<file path="src/rtl/map_scroll_ctrl_pkg.sv">
// map_pkg: shared geometry constants, coordinate/index types and sequencer states
// for the platform map scroll logic.
package map_pkg;

    localparam int unsigned NUM_PLAT    = 32;
    localparam int unsigned SCREEN_H    = 480;
    localparam int unsigned SCROLL_LINE = 200;
    localparam int unsigned MAX_SCROLL  = 15;
    localparam int unsigned X_MAX       = 600;
    localparam int unsigned PLAT_IDX_W  = $clog2(NUM_PLAT);
    localparam logic [9:0]  LFSR_SEED   = 10'h2A5;

    typedef logic [10:0]           coord_t;
    typedef logic [PLAT_IDX_W-1:0] plat_idx_t;

    typedef enum logic [2:0] {
        ST_IDLE,
        ST_CALC,
        ST_READ,
        ST_WRITE,
        ST_DONE
    } map_scroll_state_t;

    function automatic logic [15:0] sat16_add(input logic [15:0] a, input coord_t b);
        logic [16:0] s;
        s = {1'b0, a} + {6'b0, b};
        return s[16] ? 16'hFFFF : s[15:0];
    endfunction

endpackage

</file>
<file path="src/rtl/map_scroll_ctrl_if.sv">
// map_scroll_ctrl_if: read-modify-write port into the platform table
// (registered read, single-cycle write strobe).
interface map_scroll_ctrl_if;
    import map_pkg::*;

    plat_idx_t plat_rd_idx;
    coord_t    plat_rd_x;
    coord_t    plat_rd_y;
    logic      plat_wr_en;
    plat_idx_t plat_wr_idx;
    coord_t    plat_wr_x;
    coord_t    plat_wr_y;

    modport master (
        output plat_rd_idx, plat_wr_en, plat_wr_idx, plat_wr_x, plat_wr_y,
        input  plat_rd_x, plat_rd_y
    );

    modport slave (
        input  plat_rd_idx, plat_wr_en, plat_wr_idx, plat_wr_x, plat_wr_y,
        output plat_rd_x, plat_rd_y
    );

endinterface

</file>
<file path="src/rtl/map_scroll_ctrl_plat_lfsr.sv">
// plat_lfsr: 10-bit Fibonacci LFSR (x^10 + x^7 + 1) that steps only when advance_i is high.
// Used for recycled platform X when PLAT_RANDOM_X_EN is defined.
module plat_lfsr
    import map_pkg::*;
#(
    parameter logic [9:0] SEED = LFSR_SEED
) (
    input  logic       CLK,
    input  logic       Reset,
    input  logic       advance_i,
    output logic [9:0] lfsr_o
);

    logic [9:0] lfsr_q;
    logic [9:0] lfsr_d;

    always_comb begin
        lfsr_d = lfsr_q;
        if (advance_i) begin
            lfsr_d = {lfsr_q[8:0], lfsr_q[9] ^ lfsr_q[6]};
        end
    end

    always_ff @(posedge CLK) begin
        if (Reset) begin
            lfsr_q <= SEED;
        end else begin
            lfsr_q <= lfsr_d;
        end
    end

    assign lfsr_o = lfsr_q;

endmodule

</file>
<file path="src/rtl/map_scroll_ctrl.sv">
// map_scroll_ctrl: per-frame scroll sequencer; shifts every platform down and recycles wrapped ones.
// Define PLAT_RANDOM_X_EN to give recycled platforms an LFSR-derived X instead of keeping their own.
module map_scroll_ctrl
    import map_pkg::*;
(
    input  logic              CLK,
    input  logic              Reset,
    input  logic              frame_tick,
    input  coord_t            Doodle_Y,
    map_scroll_ctrl_if.master plat,
    output coord_t            scroll_amt,
    output logic              busy,
    output logic              done,
    output logic [15:0]       score
);

    map_scroll_state_t state_q, state_d;
    plat_idx_t         idx_q, idx_d;
    coord_t            amt_q, amt_d;
    logic [15:0]       score_q, score_d;

    coord_t      calc_amt;
    coord_t      diff;
    logic [11:0] sum;
    logic        wrap;
    coord_t      new_x;

    always_comb begin
        calc_amt = '0;
        diff     = '0;
        if (Doodle_Y < coord_t'(SCROLL_LINE)) begin
            diff     = coord_t'(SCROLL_LINE) - Doodle_Y;
            calc_amt = (diff > coord_t'(MAX_SCROLL)) ? coord_t'(MAX_SCROLL) : diff;
        end
    end

    // 12-bit sum so a platform pushed past SCREEN_H is detected before truncation
    assign sum  = {1'b0, plat.plat_rd_y} + {1'b0, amt_q};
    assign wrap = (sum >= 12'(SCREEN_H));

`ifdef PLAT_RANDOM_X_EN
    logic [9:0] lfsr;
    logic       lfsr_adv;

    assign lfsr_adv = (state_q == ST_WRITE) && wrap;

    plat_lfsr #(.SEED(LFSR_SEED)) u_lfsr (
        .CLK       (CLK),
        .Reset     (Reset),
        .advance_i (lfsr_adv),
        .lfsr_o    (lfsr)
    );

    assign new_x = (lfsr >= 10'(X_MAX)) ? coord_t'(lfsr - 10'(X_MAX)) : coord_t'(lfsr);
`else
    assign new_x = plat.plat_rd_x;
`endif

    assign score_d = sat16_add(score_q, amt_q);

    always_ff @(posedge CLK) begin
        if (Reset) begin
            state_q <= ST_IDLE;
            idx_q   <= '0;
            amt_q   <= '0;
            score_q <= '0;
        end else begin
            state_q <= state_d;
            idx_q   <= idx_d;
            amt_q   <= amt_d;
            if (state_q == ST_DONE) begin
                score_q <= score_d;
            end
        end
    end

    always_comb begin
        state_d = state_q;
        idx_d   = idx_q;
        amt_d   = amt_q;
        unique case (state_q)
            ST_IDLE:  if (frame_tick) state_d = ST_CALC;
            ST_CALC: begin
                amt_d   = calc_amt;
                idx_d   = '0;
                state_d = (calc_amt == '0) ? ST_DONE : ST_READ;
            end
            ST_READ:  state_d = ST_WRITE;
            ST_WRITE: begin
                if (idx_q == plat_idx_t'(NUM_PLAT - 1)) begin
                    state_d = ST_DONE;
                end else begin
                    idx_d   = idx_q + 1'b1;
                    state_d = ST_READ;
                end
            end
            ST_DONE:  state_d = ST_IDLE;
            default:  state_d = ST_IDLE;
        endcase
    end

    always_comb begin
        plat.plat_rd_idx = '0;
        plat.plat_wr_en  = 1'b0;
        plat.plat_wr_idx = '0;
        plat.plat_wr_x   = '0;
        plat.plat_wr_y   = '0;
        busy             = 1'b0;
        done             = 1'b0;
        unique case (state_q)
            ST_CALC: busy = 1'b1;
            ST_READ: begin
                busy             = 1'b1;
                plat.plat_rd_idx = idx_q;
            end
            ST_WRITE: begin
                busy             = 1'b1;
                plat.plat_wr_en  = 1'b1;
                plat.plat_wr_idx = idx_q;
                plat.plat_wr_y   = wrap ? coord_t'(sum - 12'(SCREEN_H)) : coord_t'(sum);
                plat.plat_wr_x   = wrap ? new_x : plat.plat_rd_x;
            end
            ST_DONE: done = 1'b1;
            default: ;
        endcase
    end

    assign scroll_amt = amt_q;
    assign score      = score_q;

endmodule

</file>
<file path="src/flat_wrapper.sv">
// flat-port wrapper written by rule: the top's interface ports become plain ports
module map_scroll_ctrl_flat import map_pkg::*;
  (CLK, Reset, frame_tick, Doodle_Y, scroll_amt, busy, done, score, plat_plat_rd_idx, plat_plat_wr_en, plat_plat_wr_idx, plat_plat_wr_x, plat_plat_wr_y, plat_plat_rd_x, plat_plat_rd_y);
  map_scroll_ctrl_if plat_i ();
  input  logic CLK;
  input  logic Reset;
  input  logic frame_tick;
  input  coord_t Doodle_Y;
  output coord_t scroll_amt;
  output logic busy;
  output logic done;
  output logic [15:0] score;
  output wire logic [$bits(plat_i.plat_rd_idx)-1:0] plat_plat_rd_idx;
  output wire logic [$bits(plat_i.plat_wr_en)-1:0] plat_plat_wr_en;
  output wire logic [$bits(plat_i.plat_wr_idx)-1:0] plat_plat_wr_idx;
  output wire logic [$bits(plat_i.plat_wr_x)-1:0] plat_plat_wr_x;
  output wire logic [$bits(plat_i.plat_wr_y)-1:0] plat_plat_wr_y;
  input wire logic [$bits(plat_i.plat_rd_x)-1:0] plat_plat_rd_x;
  input wire logic [$bits(plat_i.plat_rd_y)-1:0] plat_plat_rd_y;
  assign plat_plat_rd_idx = plat_i.plat_rd_idx;
  assign plat_plat_wr_en = plat_i.plat_wr_en;
  assign plat_plat_wr_idx = plat_i.plat_wr_idx;
  assign plat_plat_wr_x = plat_i.plat_wr_x;
  assign plat_plat_wr_y = plat_i.plat_wr_y;
  assign plat_i.plat_rd_x = plat_plat_rd_x;
  assign plat_i.plat_rd_y = plat_plat_rd_y;
  map_scroll_ctrl u_core (.CLK(CLK), .Reset(Reset), .frame_tick(frame_tick), .Doodle_Y(Doodle_Y), .plat(plat_i), .scroll_amt(scroll_amt), .busy(busy), .done(done), .score(score));
endmodule
</file>
<file path="config.mk">
export PLATFORM = sky130hd
export DESIGN_NAME = map_scroll_ctrl_flat
export DESIGN_NICKNAME = d
export VERILOG_FILES = /design/src/rtl/map_scroll_ctrl_pkg.sv /design/src/rtl/map_scroll_ctrl_if.sv /design/src/rtl/map_scroll_ctrl_plat_lfsr.sv /design/src/rtl/map_scroll_ctrl.sv /design/src/flat_wrapper.sv
export SDC_FILE = /design/constraint.sdc
export NUM_CORES = 1
export LEC_CHECK = 0
export CAP_MARGIN = 0
export CORE_MARGIN = 8
export CORE_UTILIZATION = 26
export CTS_BUF_LIST = sky130_fd_sc_hd__clkbuf_2
export CTS_CLUSTER_SIZE = 20
export DETAILED_ROUTE_END_ITERATION = 16
export GPL_TIMING_DRIVEN = 0
export HOLD_SLACK_MARGIN = 0.03
export PLACE_DENSITY = 0.57
export REMOVE_ABC_BUFFERS = 1
export SETUP_SLACK_MARGIN = 0.5
export SYNTH_ARGS = -nofsm -noshare
export SYNTH_HDL_FRONTEND = slang
export SYNTH_SLANG_ARGS = --single-unit
</file>
<file path="constraint.sdc">
create_clock -name CLK -period 8.8 [get_ports CLK]
set_clock_uncertainty 0.05 [all_clocks]
set_input_delay 0.88 -clock CLK [delete_from_list [all_inputs] [get_ports CLK]]
set_output_delay 0.88 -clock CLK [all_outputs]
set_load 0.02 [all_outputs]
</file>
* Yosys cells after proc, flatten, opt, wreduce, memory -nomap -nowiden
Cells that the tools add are included.
Word-level totals: RAM bits 0, input bits 36, memory bits (read-only) 0, register bits 35, logic and storage cells 41, bits in latches 0, output and inout port bits 62, memories kept 0
Operators by class: $lt $le $gt $ge 3, div/mod/pow operators 0, bitwise gates (word level) 0, muxes and demuxes 17, reduce and logical (&&, ||, !) cells 5, shift-type cells 0, equality and inequality tests 7, add/subtract/negate cells 5, $mul 0
Operators by type and width (number):
- $mux W11 | 5
- $add A16 B11 Y17 | 1
- $mux W16 | 1
- $mux W5 | 3
- $add A11 B11 Y12 | 1
- $ge A12 B9 Y1 const B | 1
- $pmux W3 S4 | 1
- $gt A11 B4 Y1 const B | 1
- $logic_not A11 Y1 | 1
- $lt A11 B8 Y1 const B | 1
- $sub A11 B9 Y11 const B | 1
- $sub A8 B11 Y11 const A | 1
- $pmux W5 S2 | 1
- $mux W3 | 3
- $eq A3 B2 Y1 const B | 2
- $add A5 B1 Y5 const B | 1
- $eq A5 B5 Y1 const B | 1
- $ne A2 B2 Y1 const B | 2
- $eq A3 B1 Y1 const B | 1
- $eq A3 B3 Y1 const B | 1
- $logic_not A3 Y1 | 1
- $mux W1 | 3
- $reduce_or A3 Y1 | 1
- $reduce_and A2 Y1 | 1
- $reduce_bool A2 Y1 | 1

* Logic depth before layout (Yosys ltp)
depth in word-level cells 7, mapped depth 11

* Worst setup path before layout
OpenSTA, ideal clock, no wires.
kind input to output, start in plat_plat_rd_y[0], end out plat_plat_wr_y[6], setup slack 4.418 ns, arrival 3.452 ns, required time 7.870 ns, path buffers 0, stages on the path 9, path through ha_1 -> fa_1 -> a211oi_2 -> nor4b_1 -> or4_4 -> and2_4 -> and3_4 -> or3b_1 -> a21oi_1
Between the ends: word-level cells in the longest chain between the ends 4, elaborated cells between the ends (all ways) 5
Ends and longest elaborated chain:
- start, declared | line flat_wrapper.sv:19 | input wire logic [$bits(plat_i.plat_rd_y)-1:0] plat_plat_rd_y;
- $add A11 B11 Y12 (*) | line map_scroll_ctrl.sv:38 | assign sum = {1'b0, plat.plat_rd_y} + {1'b0, amt_q};
- $sub A11 B9 Y11 / $ge A12 B9 Y1 (equally long branches) | line map_scroll_ctrl.sv:120, map_scroll_ctrl.sv:39
- $mux W11 (*) | line map_scroll_ctrl.sv:120 | plat.plat_wr_y = wrap ? coord_t'(sum - 12'(SCREEN_H)) : coord_t'(sum);
- $mux W11 (*) | line map_scroll_ctrl.sv:110 | unique case (state_q)
- end, declared | line flat_wrapper.sv:17 | output wire logic [$bits(plat_i.plat_wr_y)-1:0] plat_plat_wr_y;
Every way passes the cells marked *; elsewhere a longest branch is shown, timed or not.

* Worst setup path in the final report
Same ends and word-level chain as after synthesis.

==> impl_metrics.tcl <==
set metrics [dict create \
    status "finished, final reports clean" \
    hold_viol 0 \
    antenna_cells 0 \
    syn_area_per_cell_um2 7.959 \
    path_delay_family "simple AND/OR/NAND/NOR gates" \
    path_class "in2out" \
    worstReg2RegEnd "u_core.score[1]" \
    r2r_setup_slack_ns 5.60 \
    finalSetupTns_ns 0 \
    path_clk_slew_ns 0.18 \
    drive_gt1_frac 0.04752 \
    final_max_slew_viol_count 0 \
    timing.rr.start "u_core.scroll_amt[0]" \
    cts-root-buf "clkbuf_2" \
    dpl.hpwl_mm 7.188 \
    grt.total_usage 0.1168 \
    min_to "u_core.state_q[0]" \
    post-route-drc-count 0 \
    first_iter_violations 191 \
    synth_edf_count 0 \
    reg2reg_depth 10 \
    fp-row-count 38 \
    h-tree-depth 2 \
    hold_class "reg2reg" \
    syn_area_um2 2929 \
    cts_tree "yes" \
    grt_pass1_vias 2941 \
    maxClockFrequency_mhz 184.3 \
    synth_area_leaders "dfxtp_1 24%, ha_1 12%, and2_1 6.6%" \
    port_buffers 97 \
    start_util 0.2678 \
    cp_max_fo 4 \
    worst_ep_arrival_time_ns 4.50 \
    avgViaCountPerCell 5.104 \
    rsz0062_at_grt "no" \
    grt_overflow 0 \
    post_cts_buffers 0 \
    path_depth 11 \
    area_growth_pct 38.96 \
    worstMarginPinSlew_ns 1.128 \
    ys_ff_latch 35 \
    io_pins 98 \
    die_x_um 122.1 \
    nNetsFinal 527 \
    clockBufferDepth 2 \
    worst_path_largest_cell_delay_ns 0.64 \
    min_delay_path_depth 1 \
    gp_congestion 0.8231 \
    clock-sinks 35 \
    wl_per_cell_um 14.95 \
    core_area_um2 10940 \
    grt_pass1_wl_mm 14.33 \
    relSlewSlack 0.2444 \
    cp_num_buf_inv 2 \
    cp_cell_sequence "clkdlybuf4s50_1, ha_1, fa_1, a211oi_2, nor4b_1, or4_4, and2_4, and3_4, or3b_1, a21oi_1, clkdlybuf4s50_1" \
    ys_top_cells_by_count "35 x dfxtp_1, 35 x nor2_1, 31 x and2_1, 27 x ha_1, 24 x a21oi_1" \
    stdcell_count 603 \
    hold_buffers 0 \
    period_share 0.6167 \
    num_vias 3078 \
    drv_cap 0 \
    p_per_area_nw_per_um2 78.82 \
    drt-pass1-iter-count 4 \
    synth_area_leader_cell "dfxtp_1" \
    worstSkewPairLatency_ns 0.39 \
    synthArstFlopShare 0 \
    fin_crit_ns 5.427 \
    ys.flop_type "dfxtp_1" \
    antenna_found_initial 0 \
    cp-end-kind "output port" \
    numCtsBuffers 5 \
    required_ns 7.87 \
    fp.dieH_um 122.1 \
    yosysSeqAreaShare 0.2392 \
    cts_resized 0 \
    die_area_um2 14920 \
    syn_inst 368 \
    antenna_left 0 \
    ys.warnings.count 0 \
    crit_path_top_delay_cell "clkdlybuf4s50_1" \
    peakVddDrop_mv 0.02965 \
    cpMostUsedCell "clkdlybuf4s50_1" \
    yosysUniqueCellTypes 61 \
    cellLeakagePower_nw 1.618 \
    worst_setup_path_start_kind "input port" \
    hold_start "u_core.state_q[0]" \
    synth_top_cell_area_share 0.2392 \
    totalWireLength_mm 9.013 \
    post-place-cells 595 \
    setup_violations 0 \
    grt_max_degree 27 \
]
-- where the power goes --
part           internal, W  switching, W  leakage, nW  total (W)
clock network    0.0000203     0.0000585       0.0290  0.0000788
registers         0.000162    0.00000349        0.283   0.000166
logic            0.0000379     0.0000386         1.31  0.0000765
-- logic make-up after synthesis --
logic type | synth area share
simple gates | 0.2832
compound gates | 0.2674
flops | 0.2392
fa+ha+maj | 0.1290
buf+inv | 0.03289
xor+xnor | 0.04485
mux | 0.003417
-- registers in the layout, indices dropped and copies added, names as in the netlist --
| signal | flops |
|---|---|
| u_core.idx_q | 5 |
| u_core.state_q | 3 |
| u_core.scroll_amt | 11 |
| u_core.score | 16 |
-- how the worst max path moves through the flow --
stage	slack [ns]	to	start
floorplan	4.42	plat_plat_wr_y[6]	plat_plat_rd_y[0]
global placement	3.41	plat_plat_wr_y[6]	plat_plat_rd_y[0]
detailed placement	3.40	plat_plat_wr_y[6]	plat_plat_rd_y[0]
CTS	3.38	plat_plat_wr_y[6]	plat_plat_rd_y[0]
global route	3.24	plat_plat_wr_y[6]	plat_plat_rd_y[0]
finish	3.37	plat_plat_wr_y[6]	plat_plat_rd_y[0]
-- placed cells by master (no fill, tap or decap), types with 4 or more instances in the layout --
master / n
nor3b_1: 5
nand2_1: 23
a22o_1: 4
nor2_1: 35
nand4_1: 5
nand2b_1: 8
and3_1: 6
xor2_1: 8
ha_1: 27
a21o_1: 8
dfxtp_1: 35
clkdlybuf4s50_1: 97
o21ai_0: 15
a21oi_1: 24
inv_1: 13
and2_1: 31
nor3_1: 9
clkbuf_2: 6
a31oi_1: 6
o21a_1: 8
a211oi_1: 17
xnor2_1: 7
nand3_1: 6
-- cell type report --
cell class	instances	area (um^2)
Clock inverter	2	12.51
Sequential cell	35	700.7
Multi-Input combinational cell	310	2132
Tap cell	140	175.2
Inverter	13	48.80
Clock buffer	6	30.03
Timing Repair Buffer	97	970.9
Fill cell	1158	6865
-- per-stage QoR --
stage / worst slack (ns) / power [W] / util / hold slack, ns / instance area, um^2
final: 3.373 / 0.0003208 / 0.3722 / 0.4782 / 4070
after CTS: 3.379 / 0.0003259 / 0.3722 / 0.4800 / 4070
after detailed placement: 3.403 / 0.0002452 / 0.3683 / 0.4393 / 4028
after floorplan: 4.418 / 0.0002083 / - / 0.4062 / 2882
after global routing: 3.240 / 0.0003383 / 0.3722 / 0.5063 / 4070
after global placement: 3.406 / 0.0002437 / 0.3683 / 0.4279 / 4028
-- per-layer routing --
metal	up-vias	part of all wire	GRT usage
met5	-	0	0
li1	1550	-	-
met1	1441	0.47	0.1503
met3	9	0.065	0.02545
met2	78	0.46	0.1910
met4	0	0.012	0.03503
No activity file was read; power rests on OpenSTA's default activity.
